==> src/rtl/leer_crono.sv <==
// leer_crono: walks the chronometer register window and commits seg/min/hora atomically.
// Optional BCD validation of each sampled byte: define CRONO_BCD_CHECK_EN.
module leer_crono #(
  parameter logic [7:0] FIRST_ADDR = 8'h01,
  parameter int         NUM_REGS   = 3,
  parameter int         SETUP_CYC  = 4,
  parameter int         RD_CYC     = 256,
  parameter int         HOLD_CYC   = 4
) (
  input  logic       clk,
  input  logic       reset,
  input  logic       start,
  input  logic [7:0] data_in,
  output logic [7:0] dir_out,
  output logic       RD,
  output logic       WR,
  output logic       busy,
  output logic       ready,
  output logic       err,
  output logic [7:0] seg,
  output logic [7:0] min,
  output logic [7:0] hora
);

  typedef enum logic [2:0] {
    IDLE,
    ADDR,
    STROBE,
    HOLD,
    NEXT,
    DONE
  } state_t;

  localparam logic [8:0] S_END = 9'(SETUP_CYC - 1);
  localparam logic [8:0] R_END = 9'(RD_CYC - 1);
  localparam logic [8:0] H_END = 9'(HOLD_CYC - 1);
  localparam logic [1:0] LAST  = 2'(NUM_REGS - 1);

  state_t     state;
  logic [8:0] cnt;
  logic [1:0] idx;
  logic       start_q;
  logic [7:0] shadow [NUM_REGS];
  logic [7:0] cur_addr;

  assign cur_addr = FIRST_ADDR + 8'(idx);
  assign WR       = 1'b0;

`ifdef CRONO_BCD_CHECK_EN
  logic seq_err;

  function automatic logic bcd_bad(input logic [7:0] b);
    return (b[7:4] > 4'd9) || (b[3:0] > 4'd9);
  endfunction
`else
  assign err = 1'b0;
`endif

  always_ff @(posedge clk or posedge reset) begin
    if (reset) begin
      state   <= IDLE;
      cnt     <= '0;
      idx     <= '0;
      start_q <= 1'b0;
      for (int i = 0; i < NUM_REGS; i++)
        shadow[i] <= '0;
      dir_out <= '0;
      RD      <= 1'b0;
      busy    <= 1'b0;
      ready   <= 1'b0;
      seg     <= '0;
      min     <= '0;
      hora    <= '0;
`ifdef CRONO_BCD_CHECK_EN
      seq_err <= 1'b0;
      err     <= 1'b0;
`endif
    end else begin
      start_q <= start;
      ready   <= 1'b0;
      unique case (state)
        IDLE: begin
          if (start && !start_q) begin
            state   <= ADDR;
            cnt     <= '0;
            idx     <= '0;
            busy    <= 1'b1;
            dir_out <= FIRST_ADDR;
`ifdef CRONO_BCD_CHECK_EN
            seq_err <= 1'b0;
`endif
          end
        end
        ADDR: begin
          if (cnt == S_END) begin
            state <= STROBE;
            cnt   <= '0;
            RD    <= 1'b1;
          end else begin
            cnt <= cnt + 9'd1;
          end
        end
        STROBE: begin
          if (cnt == R_END) begin
            state       <= HOLD;
            cnt         <= '0;
            RD          <= 1'b0;
            shadow[idx] <= data_in;
`ifdef CRONO_BCD_CHECK_EN
            if (bcd_bad(data_in))
              seq_err <= 1'b1;
`endif
          end else begin
            cnt <= cnt + 9'd1;
          end
        end
        HOLD: begin
          if (cnt == H_END) begin
            state <= NEXT;
            cnt   <= '0;
          end else begin
            cnt <= cnt + 9'd1;
          end
        end
        NEXT: begin
          cnt <= '0;
          if (idx == LAST) begin
            state   <= DONE;
            idx     <= '0;
            dir_out <= '0;
            ready   <= 1'b1;
`ifdef CRONO_BCD_CHECK_EN
            err <= err | seq_err;
            if (!seq_err) begin
              seg  <= shadow[0];
              min  <= shadow[1];
              hora <= shadow[2];
            end
`else
            seg  <= shadow[0];
            min  <= shadow[1];
            hora <= shadow[2];
`endif
          end else begin
            state   <= ADDR;
            idx     <= idx + 2'd1;
            dir_out <= cur_addr + 8'd1;
          end
        end
        DONE: begin
          state <= IDLE;
          cnt   <= '0;
          busy  <= 1'b0;
        end
        default: state <= IDLE;
      endcase
    end
  end

endmodule

==> config.mk <==
export PLATFORM = sky130hd
export DESIGN_NAME = leer_crono
export DESIGN_NICKNAME = d
export VERILOG_FILES = /design/src/rtl/leer_crono.sv
export SDC_FILE = /design/constraint.sdc
export NUM_CORES = 1
export LEC_CHECK = 0
export BUFFER_PORTS_ARGS = -buffer_cell sky130_fd_sc_hd__buf_2
export CELL_PAD_IN_SITES_DETAIL_PLACEMENT = 0
export CELL_PAD_IN_SITES_GLOBAL_PLACEMENT = 2
export CORE_ASPECT_RATIO = 0.75
export CORE_MARGIN = 5
export CORE_UTILIZATION = 41
export DETAILED_ROUTE_END_ITERATION = 8
export PLACE_DENSITY = 0.93
export SLEW_MARGIN = 20
export SYNTH_ARGS = -nofsm -noshare
export SYNTH_HDL_FRONTEND = slang
export SYNTH_SLANG_ARGS = --single-unit
export TNS_END_PERCENT = 10
==> constraint.sdc <==
create_clock -name clk -period 4.9 [get_ports clk]
set_input_delay 0.735 -clock clk [delete_from_list [all_inputs] [get_ports clk]]
set_output_delay 0.735 -clock clk [all_outputs]
set_load 0.01 [all_outputs]
# == Word level (Yosys, flattened, before mapping) ==
# Cells that the tools add are included.
# word_totals
wordCells,76
regBits,74
# op_classes
n_lt_le_gt_ge,2
mux,26
n_eq_ne,12
n_bitwise,1
n_reduce_logical,17
n_addsub,4
# op_table
cell,count
$pmux 9 s4,1
$mux 9,3
$bwmux 24,1
$demux 8 s2,1
$mux 8,2
$pmux 8 s2,1
$mux 3,5
$pmux 3 s5,1
$reduce_and 2->1,5
$add 9x1->9 const B,1
$eq 9x2->1 const B,1
$eq 9x8->1 const B,1
$ne 2x2->1 const B,4
$eq 3x2->1 const B,2
$eq 3x3->1 const B,2
$reduce_bool 2->1,3
$mux 1,5
$add 3x1->4 const B,1
$mux 2,2
$mux 4,1
$pmux 1 s2,2
$pmux 2 s2,1
$reduce_and 4->1,1
$reduce_bool 4->1,1
other kinds (12),14

# == Depth between registers and ports, before layout ==
# depth
depth_word,6
ltp_mapped,11
depth_no_buf,10

# == Least setup slack after synthesis ==
# OpenSTA, ideal clock, no wires.
# synth_timing
kind,register to register
from,register cnt[0]
to,register shadow[16] in the netlist's numbering
path_buffers,1
slack_ns,2.735
stages_incl_launch_ff,12
t_arrival_ns,2.038
cell_sequence,dfrtp_1 -> ha_1 -> nand3_1 -> nor2_1 -> nand3_1 -> inv_1 -> ha_1 -> nand2_1 -> nor4_2 -> and2b_1 -> buf_4 -> mux2_1
# synth_via
elab_chain_cells,2
# synth_rtl
element,line,source
"start, declared",40,logic [8:0] cnt;
"start signal, assigned",100,cnt <= cnt + 9'd1;
"start signal, assigned",114,cnt <= cnt + 9'd1;
"start signal, assigned",122,cnt <= cnt + 9'd1;
$eq 9x8->1,104,if (cnt == R_END) begin
$reduce_and 2->1 (no line),n/a,
"end signal, assigned by index",108,shadow[idx] <= data_in;
"end, declared",43,logic [7:0] shadow [NUM_REGS];
# No other way between the ends.
# A chain may end at the register's enable or synchronous reset.

# == Worst setup path in the final report ==
# layout_timing
from,register cnt[0]
to,register shadow[19] in the netlist's numbering
# Same word-level chain as after synthesis.

==> flow_summary.rst <==
.. list-table::
   :header-rows: 1

   * - Metric
     - Value
   * - Required time reported for the critical path endpoint
     - 5.13 ns
   * - Per-cell via count in the routed design
     - 4.83
   * - Mean Syn Cell Area
     - 13.2 um^2
   * - Static Leakage
     - 0.00176 uW
   * - Final Cell Area
     - 3520 um^2
   * - Skew final
     - 0.00913 ns
   * - Total congestion overflow
     - 0
   * - Net count of the finished layout
     - 293
   * - CTS Sinks
     - 69
   * - Initial core utilization
     - 0.420
   * - Vias in the first global route
     - 1,932
   * - Core Rows
     - 27
   * - Antenna violations before repair
     - 0
   * - Port Buffers
     - 40
   * - Highest achievable clock rate
     - 0.390 GHz
   * - Count of placed standard cells including taps
     - 369
   * - Share of the clock period used by the worst path
     - 0.524
   * - Post-Place Worst Slack
     - 2.37 ns
   * - Relative contribution of sequential cells to total power
     - 0.544
   * - CTS H-tree depth
     - 3
   * - Share of the yosys chip area belonging to registers
     - 0.561
   * - Net Switching
     - 232 uW
   * - Class of the most critical setup path
     - flop to flop
   * - Number of I/O pins
     - 48
   * - Placed cell areas
     - 3330 um^2
   * - Yosys top cell by area
     - dfrtp_1
   * - DRC violation count after routing
     - 0
   * - Transition time at the pin with the least slew margin
     - 0.850 ns
   * - Maximum buffer depth of the clock tree
     - 2
   * - Die height
     - 85.1 um
   * - Commonest cells post-synth
     - dfrtp_1 (69), nand2_1 (24), mux2_2 (22), mux2_4 (18), o21ai_0 (13)
   * - TritonCTS clock tree
     - done
   * - Final hold viol count
     - 0
   * - All-layer global routing usage
     - 0.134
   * - Yosys synthesis warning count
     - 0
   * - Slew headroom
     - 0.434
   * - Fraction of synthesis flops using an asynchronous set or reset pin
     - 1.00
   * - Gate count of the mapped netlist
     - 234
   * - Share of post-route cells with drive strength above 1
     - 0.384
   * - Insertion delay of the later-clocked pin in the worst-skew pair
     - 0.35 ns
   * - Setup TNS
     - 0 ns
   * - Half-perimeter wire length of the detailed placement result
     - 3880 um
   * - RSZ-0062 raised after global routing
     - no
   * - Max-slew violation total from the final report
     - 0
   * - Switching portion of total power
     - 0.218
   * - Worst-case vdd ir drop
     - 0.172 mV
   * - Average wire length per cell after detail routing
     - 15.0 um
   * - Cts hold-fix bufs
     - 0
   * - Combinational Power Share
     - 0.025
   * - Most repeated cell in the gate-level netlist after synthesis
     - dfrtp_1
   * - Combined area of all synthesized cells
     - 3080 um^2
   * - Pin count of the biggest net entering global routing
     - 70
   * - Post-route antenna net violation count
     - 0
   * - First DRT Iteration DRCs
     - 60
   * - Drt pass-1 iters
     - 4
   * - Max_cap viols
     - 0
   * - Antenna diode count
     - 0
   * - Clock-pin slew on the worst setup and hold paths
     - 0.07 ns
   * - Post-cts resize count
     - 0
   * - Share of power burned in the clock network
     - 0.430
   * - Arr. time, crit path
     - 2.80 ns
   * - Unique masters post-synth
     - 42
   * - Hold Path Class
     - flop to flop
   * - DR vias
     - 1,860
   * - Wire length of the first global-routing pass
     - 9560 um
   * - Status
     - completed
   * - Kind of start point of the critical path
     - flop
   * - Most common flop cell mapped by yosys
     - dfrtp_1
   * - Number of CTS-inserted buffers
     - 9
   * - Area of the die
     - 9360 um^2
   * - Setup Buffers After CTS
     - 0
   * - Wire length reported by the detailed router
     - 5770 um
   * - Placeable core area
     - 7330 um^2
   * - Setup violators final
     - 0
   * - Number of fill cells in the layout
     - 687
   * - Number of enable-type register cells in the synthesized netlist
     - 0
   * - Width of the die
     - 110 um
   * - Clock Root Buffer
     - clkbuf_8
   * - Final min period
     - 2.57 ns
   * - Post-layout instance count excluding filler cells
     - 385
   * - Most area-consuming cells after synthesis
     - dfrtp_1 (56%), mux2_4 (8.8%), mux2_2 (8.0%)
   * - Yosys reg bits
     - 69
   * - Area share of the leading cell type in the synthesized netlist
     - 0.561
   * - Synthesis-to-layout area growth
     - 14.3%
   * - Areal power density over the cells
     - 302 nW/um^2
   * - Critical path endpoint category
     - flop
   * - Cell internal power dissipation
     - 833 uW
   * - Peak fanout along the critical path
     - 8
   * - Final worst-path setup slack
     - 2.33 ns
   * - Weighted congestion at the end of routability-driven global placement
     - 0.749
## path summary, 6_finish.rpt
check / from / endpoint / slack [ns] / depth (start not counted)
setup / recovery: cnt[0] / shadow[19] / 2.33 / 10
hold / removal: dir_out[2] / dir_out[2] / 0.49 / 2
setup reg to reg: cnt[0] / shadow[19] / 2.33 / 10
hold reg to reg: dir_out[2] / dir_out[2] / 0.49 / 2
max in group asynchronous: reset / hora[0] / 3.71 / 3
min in group asynchronous: reset / cnt[7] / 0.63 / 3
## sequential cells by signal, summed over array words and instances, names as in the netlist, 2 cells and up
register / cells
shadow: 24
cnt: 9
hora: 8
min: 8
seg: 8
dir_out: 3
state: 3
idx: 2
## layer usage
| metal | routed length [um] | vias up | part of all wire | GRT usage |
|---|---|---|---|---|
| met4 | 76 | 0 | 0.013 | 0.0503 |
| met5 | 0 | - | 0 | 0 |
| li1 | - | 891 | - | - |
| met3 | 278 | 8 | 0.048 | 0.0532 |
| met1 | 2880 | 924 | 0.50 | 0.179 |
| met2 | 2540 | 37 | 0.44 | 0.195 |
## power groups by stage
stage | Clock, uW | Combinational (uW) | Sequential (uW)
final | 458 | 27.0 | 580
after global routing | 497 | 31.3 | 580
after CTS | 469 | 28.3 | 580
after detailed placement | 0 | 28.3 | 591
after global placement | 0 | 27.5 | 590
after floorplan | 0 | 21.5 | 590
## through the flow
stage | total power [uW] | utilization | hold WS [ns]
floorplan | 611 | - | 0.458
global placement | 618 | 0.454 | 0.467
detailed placement | 619 | 0.454 | 0.470
CTS | 1080 | 0.480 | 0.486
global route | 1110 | 0.480 | 0.474
finish | 1070 | 0.480 | 0.487
## layout make-up
type                            count  area [um^2]  share of cell area
Clock buffer                       12          145              0.0412
Clock inverter                      4         47.5              0.0135
Inverter                           10         37.5              0.0107
Multi-Input combinational cell    148         1230               0.349
Sequential cell                    69         1730               0.490
Tap cell                          101          126              0.0359
Timing Repair Buffer               41          208              0.0590
## cell usage in the layout (no fill, tap or decap), types with 2 or more instances in the layout
cell type	netlist	routed
buf_2	0	40
mux2_2	22	22
conb_1	1	7
and2_1	2	2
and2b_1	3	3
dfrtp_1	69	69
inv_2	1	2
ha_1	3	3
a21oi_1	3	3
clkbuf_8	0	10
o221ai_1	3	3
o21ai_0	13	13
mux2_4	18	18
nor2b_1	3	3
nor3_1	3	3
clkbuf_1	1	2
o211ai_1	2	2
mux2_1	8	8
nand2_1	24	24
nor2_1	5	5
o21a_1	2	2
o21ai_1	3	3
nand3_1	6	6
clkinv_2	0	2
inv_1	9	8
## logic make-up after synthesis
| group | synth area share |
|---|---|
| flip-flops | 0.561 |
| AND/OR/NAND/NOR | 0.104 |
| multiplexers | 0.197 |
| AO/OA/AOI/OAI | 0.0711 |
| buffers and inverters | 0.0475 |
| adder cells (fa/ha/maj) | 0.0122 |
| XOR/XNOR | 0.00569 |
| other | 0.00122 |
## critical path: stages (launching register included)
cell,delay (ns)
dfrtp_1,0.42
ha_1,0.23
nand3_1,0.16
nor2_1,0.15
nand3_1,0.11
inv_1,0.08
ha_1,0.22
nand2_1,0.10
nor4_2,0.21
and2b_1,0.42
mux2_1,0.37
No activity file was read; power rests on OpenSTA's default activity.
